<file path="config.mk">
export PLATFORM = sky130hd
export DESIGN_NAME = usbfs_packet_rx
export DESIGN_NICKNAME = d
export VERILOG_FILES = /design/src/rtl/usbfs_packet_rx.sv
export SDC_FILE = /design/constraint.sdc
export NUM_CORES = 1
export LEC_CHECK = 0
export ABC_AREA = 1
export CORE_UTILIZATION = 63
export DETAILED_ROUTE_END_ITERATION = 10
export GPL_TIMING_DRIVEN = 1
export PLACE_DENSITY = 0.95
export SETUP_SLACK_MARGIN = 0.4
export SYNTH_ARGS = -nofsm -noshare
export SYNTH_HDL_FRONTEND = slang
export SYNTH_SLANG_ARGS = --single-unit
</file>
<file path="constraint.sdc">
create_clock -name clk -period 5.73 [get_ports clk]
set_clock_uncertainty 0.1 [all_clocks]
set_input_delay 1.146 -clock clk [delete_from_list [all_inputs] [get_ports clk]]
set_output_delay 1.146 -clock clk [all_outputs]
set_load 0.05 [all_outputs]
</file>
<file path="src/rtl/usbfs_packet_rx.sv">
// USB Full Speed packet receiver: assembles PID, token fields and data payload
// from unstuffed bits, checks PID/CRC5/CRC16 and reports one status per packet.
module usbfs_packet_rx (
    input  logic       clk,
    input  logic       rst,
    input  logic       rx_sta,
    input  logic       rx_ena,
    input  logic       rx_bit,
    input  logic       rx_fin,
    output logic       rp_byte_en,
    output logic [7:0] rp_byte,
    output logic       rp_fin,
    output logic       rp_okay,
    output logic [3:0] rp_pid,
    output logic [6:0] rp_addr,
    output logic [3:0] rp_endp,
    output logic [6:0] rp_len
);
    typedef enum logic [1:0] {ST_IDLE, ST_PID, ST_BODY} state_t;

    localparam logic [1:0] CLS_TOKEN = 2'b01;
    localparam logic [1:0] CLS_HSK   = 2'b10;
    localparam logic [1:0] CLS_DATA  = 2'b11;

    state_t      state_q, state_d;
    logic [7:0]  sr_q, sr_d;
    logic [2:0]  bit_cnt_q, bit_cnt_d;
    logic [6:0]  body_bytes_q, body_bytes_d;
    logic [7:0]  dl0_q, dl0_d, dl1_q, dl1_d;
    logic [1:0]  dl_cnt_q, dl_cnt_d;
    logic [6:0]  len_q, len_d;
    logic [3:0]  pid_q, pid_d;
    logic        pid_ok_q, pid_ok_d;
    logic [10:0] tok_q, tok_d;
    logic [4:0]  crc5_q, crc5_d;
    logic [15:0] crc16_q, crc16_d;

    logic        byte_en_d, fin_d, okay_d;
    logic [7:0]  byte_d;
    logic [3:0]  out_pid_d, endp_d;
    logic [6:0]  addr_d, out_len_d;

    logic [7:0]  sr_nxt;
    logic        byte_done, tok_open, cls_ok;

    always_comb begin
        state_d      = state_q;
        sr_d         = sr_q;
        bit_cnt_d    = bit_cnt_q;
        body_bytes_d = body_bytes_q;
        dl0_d        = dl0_q;
        dl1_d        = dl1_q;
        dl_cnt_d     = dl_cnt_q;
        len_d        = len_q;
        pid_d        = pid_q;
        pid_ok_d     = pid_ok_q;
        tok_d        = tok_q;
        crc5_d       = crc5_q;
        crc16_d      = crc16_q;
        byte_en_d    = 1'b0;
        byte_d       = rp_byte;
        fin_d        = 1'b0;
        okay_d       = 1'b0;
        out_pid_d    = rp_pid;
        addr_d       = rp_addr;
        endp_d       = rp_endp;
        out_len_d    = rp_len;
        cls_ok       = 1'b0;
        sr_nxt       = {rx_bit, sr_q[7:1]};
        byte_done    = (bit_cnt_q == 3'd7);
        tok_open     = (body_bytes_q == 7'd0) ||
                       ((body_bytes_q == 7'd1) && (bit_cnt_q < 3'd3));

        if (rx_sta) begin
            state_d      = ST_PID;
            sr_d         = '0;
            bit_cnt_d    = '0;
            body_bytes_d = '0;
            dl0_d        = '0;
            dl1_d        = '0;
            dl_cnt_d     = '0;
            len_d        = '0;
            pid_d        = '0;
            pid_ok_d     = 1'b0;
            tok_d        = '0;
            crc5_d       = '1;
            crc16_d      = '1;
        end else if (state_q != ST_IDLE) begin
            if (rx_ena) begin
                sr_d      = sr_nxt;
                bit_cnt_d = bit_cnt_q + 3'd1;
                if (state_q == ST_PID) begin
                    if (byte_done) begin
                        pid_d    = sr_nxt[3:0];
                        pid_ok_d = (sr_nxt[7:4] == ~sr_nxt[3:0]);
                        state_d  = ST_BODY;
                    end
                end else begin
                    if (pid_q[1:0] == CLS_TOKEN) begin
                        crc5_d = {crc5_q[3:0], 1'b0} ^ ({5{crc5_q[4] ^ rx_bit}} & 5'h05);
                        if (tok_open)
                            tok_d = {rx_bit, tok_q[10:1]};
                    end
                    if (pid_q[1:0] == CLS_DATA)
                        crc16_d = {crc16_q[14:0], 1'b0} ^ ({16{crc16_q[15] ^ rx_bit}} & 16'h8005);
                    if (byte_done) begin
                        if (body_bytes_q != 7'h7F)
                            body_bytes_d = body_bytes_q + 7'd1;
                        // Two-byte lag keeps the trailing CRC16 off the payload strobe
                        if (pid_q[1:0] == CLS_DATA) begin
                            if (dl_cnt_q == 2'd2) begin
                                byte_en_d = 1'b1;
                                byte_d    = dl0_q;
                                dl0_d     = dl1_q;
                                dl1_d     = sr_nxt;
                                if (len_q != 7'h7F)
                                    len_d = len_q + 7'd1;
                            end else if (dl_cnt_q == 2'd1) begin
                                dl1_d    = sr_nxt;
                                dl_cnt_d = 2'd2;
                            end else begin
                                dl0_d    = sr_nxt;
                                dl_cnt_d = 2'd1;
                            end
                        end
                    end
                end
            end
            if (rx_fin) begin
                case (pid_d[1:0])
                    CLS_TOKEN: cls_ok = (body_bytes_d == 7'd2) && (crc5_d == 5'b01100);
                    CLS_DATA:  cls_ok = (body_bytes_d >= 7'd2) && (crc16_d == 16'h800D);
                    CLS_HSK:   cls_ok = (body_bytes_d == 7'd0);
                    default:   cls_ok = 1'b0;
                endcase
                okay_d    = (state_d == ST_BODY) && pid_ok_d && (bit_cnt_d == 3'd0) && cls_ok;
                fin_d     = 1'b1;
                out_pid_d = pid_d;
                addr_d    = tok_d[6:0];
                endp_d    = tok_d[10:7];
                out_len_d = len_d;
                state_d   = ST_IDLE;
            end
        end
    end

    always_ff @(posedge clk) begin
        if (rst) begin
            state_q      <= ST_IDLE;
            sr_q         <= '0;
            bit_cnt_q    <= '0;
            body_bytes_q <= '0;
            dl0_q        <= '0;
            dl1_q        <= '0;
            dl_cnt_q     <= '0;
            len_q        <= '0;
            pid_q        <= '0;
            pid_ok_q     <= 1'b0;
            tok_q        <= '0;
            crc5_q       <= '1;
            crc16_q      <= '1;
            rp_byte_en   <= 1'b0;
            rp_byte      <= '0;
            rp_fin       <= 1'b0;
            rp_okay      <= 1'b0;
            rp_pid       <= '0;
            rp_addr      <= '0;
            rp_endp      <= '0;
            rp_len       <= '0;
        end else begin
            state_q      <= state_d;
            sr_q         <= sr_d;
            bit_cnt_q    <= bit_cnt_d;
            body_bytes_q <= body_bytes_d;
            dl0_q        <= dl0_d;
            dl1_q        <= dl1_d;
            dl_cnt_q     <= dl_cnt_d;
            len_q        <= len_d;
            pid_q        <= pid_d;
            pid_ok_q     <= pid_ok_d;
            tok_q        <= tok_d;
            crc5_q       <= crc5_d;
            crc16_q      <= crc16_d;
            rp_byte_en   <= byte_en_d;
            rp_byte      <= byte_d;
            rp_fin       <= fin_d;
            rp_okay      <= okay_d;
            rp_pid       <= out_pid_d;
            rp_addr      <= addr_d;
            rp_endp      <= endp_d;
            rp_len       <= out_len_d;
        end
    end
endmodule

</file>
==> results.txt, run 1 <==
----------------------------------------------------
[Power]
  Leakage power ... 0.002845 µW
  Sequential cell fraction of total power ... a little over two fifths
  Power per standard cell area ... around 310 mW/mm²
  Net switching component of the power ... approximately 510 µW
  Peak supply drop ... 0.0002444 V
  Sum of internal, switching and leakage power ... roughly 2000 µW
  Clock group share of total power ... 50.9%
  Proportion of total power due to net switching ... roughly a quarter
  Pint ... between 1000 and 1500 µW
  Comb power frac ... about 7.5%

[Route]
  Total routed wirelength ... 14.50 mm
  DRC violations left ... 0
  Overall via count from detail_route ... 5,465
  DRT antenna net count ... 0
  Via density per instance ... around 5.9
  Drt first-iter violations ... approximately 400
  Detail-routed net length per standard cell ... ~16 µm
  Iteration count of the initial detailed-routing pass ... 5

[Floorplan]
  Site Rows ... 33
  Die outline height ... a little under 100 µm
  I/O pin cnt ... 39
  Initial Utilization ... about two thirds
  Horizontal die dimension ... slightly below 100 µm
  Die area ... between 0.009 and 0.01 mm²
  CORE AREA ... 0.008382 mm²

[Critical path]
  Most common cell type on the critical path ... inv_1
  Worst path cell trace ... inv_1 -> nand2_1 -> inv_2 -> nor2_2 -> inv_1 -> a221oi_1
  Worst endpoint data arrival time ... approximately 3.8 ns
  Delay of the slowest critical-path stage ... ~0.75 ns
  Slowest-stage cell, CP ... nand2_1
  Kind of capture point of the worst setup path ... register
  Worst-case register-to-register setup slack ... about 2.2 ns
  Worst-case reg-to-reg path depth ... 6
  Crit path max fanout ... 67
  Worst reg2reg path endpoint ... bit_cnt_q[2]$_SDFFE_PP0N_
  Reg2reg start ... state_q[0]$_SDFFE_PP0P_
  Worst Setup Path Type ... reg2reg
  Required time of the critical path ... 6.03 ns
  Worst Setup Start Kind ... register

[STA]
  Post-route worst hold slack ... between 0.3 and 0.4 ns
  Max Clk Rate ... approximately 280 MHz
  Worst slew margin relative to its limit ... between 20% and 30%
  Total Neg Setup Slack ... 0 ns
  Max-slew violation count ... 0
  Slew at the pin closest to its max-slew limit ... about 1.1 ns
  Hold Violations, Final ... 0
  Count of endpoints failing setup in the final report ... 0
  Crit path time final ... approximately 3.5 ns
  Fraction of the cycle the final worst path needs ... 61.80%
  Unrepaired setup endpoints after global routing ... false

[Yosys]
  Mean area per synthesized cell ... 7.022 µm²
  Seq cells post-synth ... 114
  Number of distinct library cell variants in the gate-level netlist after synthesis ... 38
  Top-area cell type share of the netlist area ... 40.88%
  Sequential area share after synthesis ... roughly two fifths
  Post-synth ARST share ... 0%
  Library cell with the largest summed area after synthesis ... dfxtp_1
  Top area cells in the synthesized netlist ... dfxtp_1 (41%), nand2_1 (9.2%), inv_1 (8.9%)
  Number of flops mapped to enable cells by yosys ... 0
  Yosys Warn Count ... 0
  Netlist area before placement ... between 0.005 and 0.006 mm²
  Instance count of the mapped netlist ... 795
  Cell with the most instances after synthesis ... nand2_1
  Most common flop cell mapped by yosys ... dfxtp_1
  Top cells by count, synth ... nand2_1 (137), inv_1 (132), dfxtp_1 (114)
  Syn Nets ... approximately 810

[CTS]
  Register clock-pin slew on the reported worst setup and hold paths ... roughly 0.060 ns
  Post-cts hold buffer count ... 0
  Count of cells resized by post-cts repair ... 0
  TritonCTS clock tree ... built
  H-Tree Depth ... 4
  Worst-Skew Late Latency ... ~0.53 ns
  Total clock sinks ... 114
  Clock tree root driver cell ... clkbuf_8
  Post-CTS setup buffer count ... 0
  CTS buffer count ... 17
  Maximum buffer depth of the clock tree ... 2

[Global routing]
  Antenna violations before repair ... 0
  Number of global-route vias before repair ... 5,207
  Global-route usage over all layers ... 33.55%
  Total grt overflow ... 0
  First-pass GRT wire length ... approximately 24 mm
  Largest net degree at the start of global routing ... between 60 and 70

[Place]
  Area post-placement ... 0.005921 mm²
  Post-detailed-placement half-perimeter wirelength ... 8.908 mm
  Number of I/O port buffers ... 38
  Gp weighted congestion ... a little under 0.9

[Cells and area]
  Area growth, synth to finish ... 16.18%
  Final Cell Area ... about 0.0065 mm²
  Final #Nets ... 830
  Number of diodes added for antenna fixing ... 0
  Share of layout cells above drive strength 1 ... about 10%

[Status]
  Status ... completed

[Hold path]
  End point of the most critical hold path ... rp_byte[1]$_SDFFE_PP0P_
  Cell depth of the worst hold path ... 2
  Worst hold path type ... reg2reg
  Worst Hold Launch ... rp_byte[1]$_SDFFE_PP0P_

[Job]
  Number of maximum-capacitance violations ... 0

----------------------------------------------------
-- registers in the layout (all words and copies together), names as in the netlist, 5 cells and up --
| name | count |
|---|---|
| len_q | 7 |
| dl0_q | 8 |
| crc5_q | 5 |
| rp_addr | 7 |
| sr_q | 7 |
| rp_len | 7 |
| dl1_q | 8 |
| crc16_q | 16 |
| body_bytes_q | 7 |
| tok_q | 11 |
| rp_byte | 8 |
-- cell families after synthesis --
family	share of synthesized area [%]
AND/OR/NAND/NOR	20.55
AO/OA/AOI/OAI	22.08
flip-flops	40.88
XOR/XNOR	1.412
adder cells (fa/ha/maj)	1.793
buffers and inverters	13.29
-- metal layers --
| metal | global-route usage [%] | vias to the layer above | wire length [µm] |
|---|---|---|---|
| li1 | - | 2586 | - |
| met1 | 35.29 | 2558 | 5614 |
| met2 | 58.63 | 239 | 7360 |
| met3 | 7.188 | 82 | 744 |
| met4 | 24.88 | 0 | 783 |
| met5 | 0 | - | 0 |
-- power by group through the flow --
stage                     sequential [µW]  combinational [µW]  clock (µW)
after floorplan                       861                86.8           0
after global placement                842                 136           0
after detailed placement              843                 142           0
after CTS                             827                 146        1010
after global routing                  829                 162        1050
final                                 827                 149        1010
-- worst max path at each step --
stage	from	end	slack (ns)	cells after the start
floorplan	rx_ena	dl0_q[6]$_SDFFE_PP0P_	3.23	9
CTS	state_q[0]$_SDFFE_PP0P_	rp_pid[1]$_SDFFE_PP0P_	2.34	7
global route	state_q[0]$_SDFFE_PP0P_	rp_pid[1]$_SDFFE_PP0P_	1.94	7
detailed placement	rx_ena	rp_byte[2]$_SDFFE_PP0P_	1.92	6
finish	state_q[0]$_SDFFE_PP0P_	bit_cnt_q[2]$_SDFFE_PP0N_	2.19	6
global placement	rx_ena	dl0_q[0]$_SDFFE_PP0P_	2.06	7
-- layout make-up --
cell class,instances,area (µm²)
multi-input cells,497,2561
repair buffers,40,395.4
inverters,146,550.5
flip-flops and latches,114,2282
fillers,509,1896
well taps,105,131.4
clock inverters,13,137.6
clock buffers,18,427.9
-- critical path, delay by kind of cell, from the launching register on --
| family | cells | cell delay [ns] |
|---|---|---|
| AND/OR/NAND/NOR | 2 | 1.50 |
| AO/OA/AOI/OAI | 1 | 0.38 |
| buffers and inverters | 3 | 0.97 |
| flip-flops | 1 | 0.42 |
-- per-stage QoR --
step,cells,setup slack [ns],util (%)
after floorplan,795,3.231,-
after global placement,902,2.061,70.64
after detailed placement,902,1.915,70.64
after CTS,933,2.343,77.38
after global routing,933,1.938,77.38
final,933,2.189,77.38
-- cell usage in the layout (no fill, tap or decap), types with 3 or more instances in the layout --
cell	instances
nand2_2	5
nand3_1	19
a21oi_2	17
nor3_1	4
dfxtp_1	114
inv_1	132
o21ai_1	55
or2_1	3
nand4_1	15
o21ai_0	61
o21ai_2	5
clkinv_2	5
ha_1	8
nor2_1	65
clkinvlp_4	6
xor2_1	8
a21oi_1	62
nor2_2	3
clkdlybuf4s50_1	38
o211ai_1	12
clkbuf_16	16
nand2_1	137
inv_2	12
Power figures use the tool's default switching activity.
==> inputs of run 2 (changes only) <==
--- a/config.mk
+++ b/config.mk
@@ -6,10 +6,10 @@
 export NUM_CORES = 1
 export LEC_CHECK = 0
 export ABC_AREA = 1
-export CORE_UTILIZATION = 63
+export CORE_UTILIZATION = 53
 export DETAILED_ROUTE_END_ITERATION = 10
 export GPL_TIMING_DRIVEN = 1
-export PLACE_DENSITY = 0.95
+export PLACE_DENSITY = 0.86
 export SETUP_SLACK_MARGIN = 0.4
 export SYNTH_ARGS = -nofsm -noshare
 export SYNTH_HDL_FRONTEND = slang
==> constraint.sdc (replaced) <==
create_clock -name clk -period 3 [get_ports clk]
set_clock_uncertainty 0.1 [all_clocks]
set_input_delay 0.6 -clock clk [delete_from_list [all_inputs] [get_ports clk]]
set_output_delay 0.6 -clock clk [all_outputs]
set_load 0.05 [all_outputs]
==> run 2 against run 1 <==
Net effect: global-route usage fell by 8.5 points; clock power rose by 100%; sequential power rose by 91%; count of clock-buffer cells in the layout rose by 1; combinational power rose by 91%; non-clock buffer count rose by 15; first-iteration DRC count fell by 27%; sequential cell count did not move; cell area rose by 2.9%; critical path type is now reg2out; largest cell class unchanged.
==> results.txt, run 2 (synthesis gave the netlist of run 1 again) <==
----------------------------------------------------
[Status]
  Status ... completed

[CTS]
  Clock tree root driver cell ... clkbuf_8
  Worst-Skew Late Latency ... 0.53 ns (about the same)
  Total clock sinks ... 114 (unchanged)
  Post-cts hold buffer count ... 0 (unchanged)
  Post-CTS setup buffer count ... 0 (unchanged)
  TritonCTS clock tree ... built
  H-Tree Depth ... 4 (unchanged)
  Count of cells resized by post-cts repair ... 0 (unchanged)
  Register clock-pin slew on the reported worst setup and hold paths ... 0.06 ns (about the same)
  CTS buffer count ... 17 (unchanged)
  Maximum buffer depth of the clock tree ... 2 (unchanged)

[Cells and area]
  Registers with the highest flip-flop counts ... crc16_q (16), tok_q (11)
  Number of diodes added for antenna fixing ... 0 (unchanged)
  Flip-flop count of the largest register, all copies and words added ... 16 (unchanged)
  Most flop-heavy register ... crc16_q
  Share of layout cells above drive strength 1 ... 11.98% (+1.6 points)
  Area growth, synth to finish ... 19.50%
  Total of fill cells in the finished design ... 858 (+69%)
  Final #Nets ... 845 (+1.8%)
  Most frequent cells in the layout ... nand2_1 (137), inv_1 (132), dfxtp_1 (114)
  Count of placed standard cells in the final layout, fillers left out ... 979 (+4.9%)
  Leading cell type in the layout, fill and taps excluded ... nand2_1

[Global routing]
  Largest net degree at the start of global routing ... 67 (-1.5%)
  Total grt overflow ... 0 (unchanged)
  Antenna violations before repair ... 0 (unchanged)
  Number of global-route vias before repair ... 4,823 (-7.4%)
  First-pass GRT wire length ... 21.96 mm (-6.6%)
  Global-route usage over all layers ... 25.08% (-8.5 points)

[Critical path]
  Required time of the critical path ... 2.30 ns (-3.73 ns)
  Combined buffer and inverter count along the critical path ... 1 (-2)
  Worst reg2reg path endpoint ... dl1_q[6]$_SDFFE_PP0P_
  Kind of capture point of the worst setup path ... output pin
  Crit path max fanout ... 2 (-97%)
  Reg2reg start ... bit_cnt_q[0]$_SDFFE_PP0N_
  Worst Setup Path Type ... reg2out
  Delay of the slowest critical-path stage ... 0.82 ns (+0.07 ns)
  Origin of the worst setup path ... rp_addr[1]$_SDFFE_PP0P_
  Worst Setup Start Kind ... register
  Worst endpoint data arrival time ... 1.71 ns (-2.13 ns)
  Worst Setup EP ... rp_addr[1]
  Worst-case register-to-register setup slack ... 0.61 ns (-1.58 ns)
  Worst path cell trace ... clkdlybuf4s50_1
  Number of logic stages on the critical path including buffering ... 1 (-5)
  Worst-case reg-to-reg path depth ... 8 (+2)
  Slowest-stage cell, CP ... clkdlybuf4s50_1
  CP delay by family, top ... buffers and inverters

[Floorplan]
  Site Rows ... 37 (+12%)
  Die area ... 0.01095 mm² (+18%)
  CORE AREA ... 0.01028 mm² (+23%)
  Initial Utilization ... 54.32% (-12 points)
  Die outline height ... 104.6 µm (+8.8%)
  Horizontal die dimension ... 104.6 µm (+8.8%)
  I/O pin cnt ... 39 (unchanged)

[STA]
  Worst Slack Setup Final ... 0.5852 ns (-1.604 ns)
  Crit path time final ... about 2.4 ns
  Count of endpoints failing setup in the final report ... 0 (unchanged)
  Max-slew violation count ... 0 (unchanged)
  Unrepaired setup endpoints after global routing ... false
  Max Clk Rate ... about 410 MHz
  Total Neg Setup Slack ... 0 ns (unchanged)
  Post-route worst hold slack ... 0.3464 ns (+0.00005600 ns)
  Fraction of the cycle the final worst path needs ... between 80% and 90%
  Slew at the pin closest to its max-slew limit ... 0.7477 ns (-0.3113 ns)
  Hold Violations, Final ... 0 (unchanged)
  Worst slew margin relative to its limit ... 50.15% (+21 points)

[Place]
  Post-detailed-placement half-perimeter wirelength ... 8.223 mm (-7.7%)
  Gp weighted congestion ... 0.8898 (+0.23%)
  Worst slack at placement ... 0.3373 ns (-1.578 ns)
  Dpl cells ... 948 (+5.1%)
  Number of I/O port buffers ... 38 (unchanged)

[Power]
  Power per standard cell area ... 583.7 mW/mm² (+90%)
  Peak supply drop ... 0.0004880 V (+100%)
  Leakage power ... 0.002931 µW (+3.0%)

[Route]
  DRC violations left ... 0 (unchanged)
  Overall via count from detail_route ... 5,097 (-6.7%)
  Iteration count of the initial detailed-routing pass ... 5 (unchanged)
  Total routed wirelength ... 12.91 mm (-11%)
  Drt first-iter violations ... 294 (-27%)
  Via density per instance ... 5.206 (-11%)
  Detail-routed net length per standard cell ... 13.19 µm (-15%)
  DRT antenna net count ... 0 (unchanged)

[Job]
  Number of maximum-capacitance violations ... 0 (unchanged)

[Hold path]
  Worst hold path type ... reg2reg

----------------------------------------------------
## run 2: cell types whose count changed in the layout (fill, tap and decap cells not counted)
cell       delta
clkbuf_8      +1
bufinv_16     +1
buf_4        +15
clkinv_2      -2
## run 2: layout make-up
type,count,area (µm²),area share (%)
clock buffers,19,441.7,6.620
clock inverters,12,157.7,2.363
inverters,146,550.5,8.252
multi-input cells,497,2561,38.39
flip-flops and latches,114,2282,34.21
well taps,136,170.2,2.551
repair buffers,55,508.0,7.614
## run 2: worst min path at each step
stage                            startpoint                 endpoint  slack, ns  depth (start not counted)
floorplan             dl0_q[6]$_SDFFE_PP0P_    dl0_q[6]$_SDFFE_PP0P_       0.33                          2
global placement    rp_byte[1]$_SDFFE_PP0P_  rp_byte[1]$_SDFFE_PP0P_       0.33                          2
detailed placement    dl0_q[4]$_SDFFE_PP0P_    dl0_q[4]$_SDFFE_PP0P_       0.34                          2
CTS                   dl0_q[4]$_SDFFE_PP0P_    dl0_q[4]$_SDFFE_PP0P_       0.35                          2
global route          dl1_q[1]$_SDFFE_PP0P_    dl1_q[1]$_SDFFE_PP0P_       0.37                          2
finish                dl0_q[4]$_SDFFE_PP0P_    dl0_q[4]$_SDFFE_PP0P_       0.35                          2
## run 2: worst register-to-register path, delay by kind of cell (launching register included)
kind	cells	cell delay, ns
compound gates	2	0.34
fa+ha+maj	2	0.51
buf+inv	2	0.15
flops	1	0.43
simple gates	2	0.74
## run 2: stage by stage
| stage | total power [µW] | instance area (µm²) | util [%] |
|---|---|---|---|
| 2_1_floorplan | 1811 | 5583 | - |
| 3_3_place_gp | 1881 | 6072 | 59.08 |
| 3_5_place_dp | 1887 | 6072 | 59.08 |
| 4_1_cts | 3909 | 6671 | 64.91 |
| 5_1_grt | 4026 | 6671 | 64.91 |
| 6_report | 3894 | 6671 | 64.91 |
## run 2: layer usage
layer	vias up	share of wire, %	track usage, %
li1	2612	-	-
met2	149	47	40.73
met1	2305	45	30.44
met4	0	2.5	12.07
met3	31	5.5	7.236
met5	-	0	0
## run 2: power breakdown
part,internal (µW),total [µW],switching [µW]
Combinational,88.8,284,195
Sequential,1550,1580,28.0
Clock,1300,2030,726
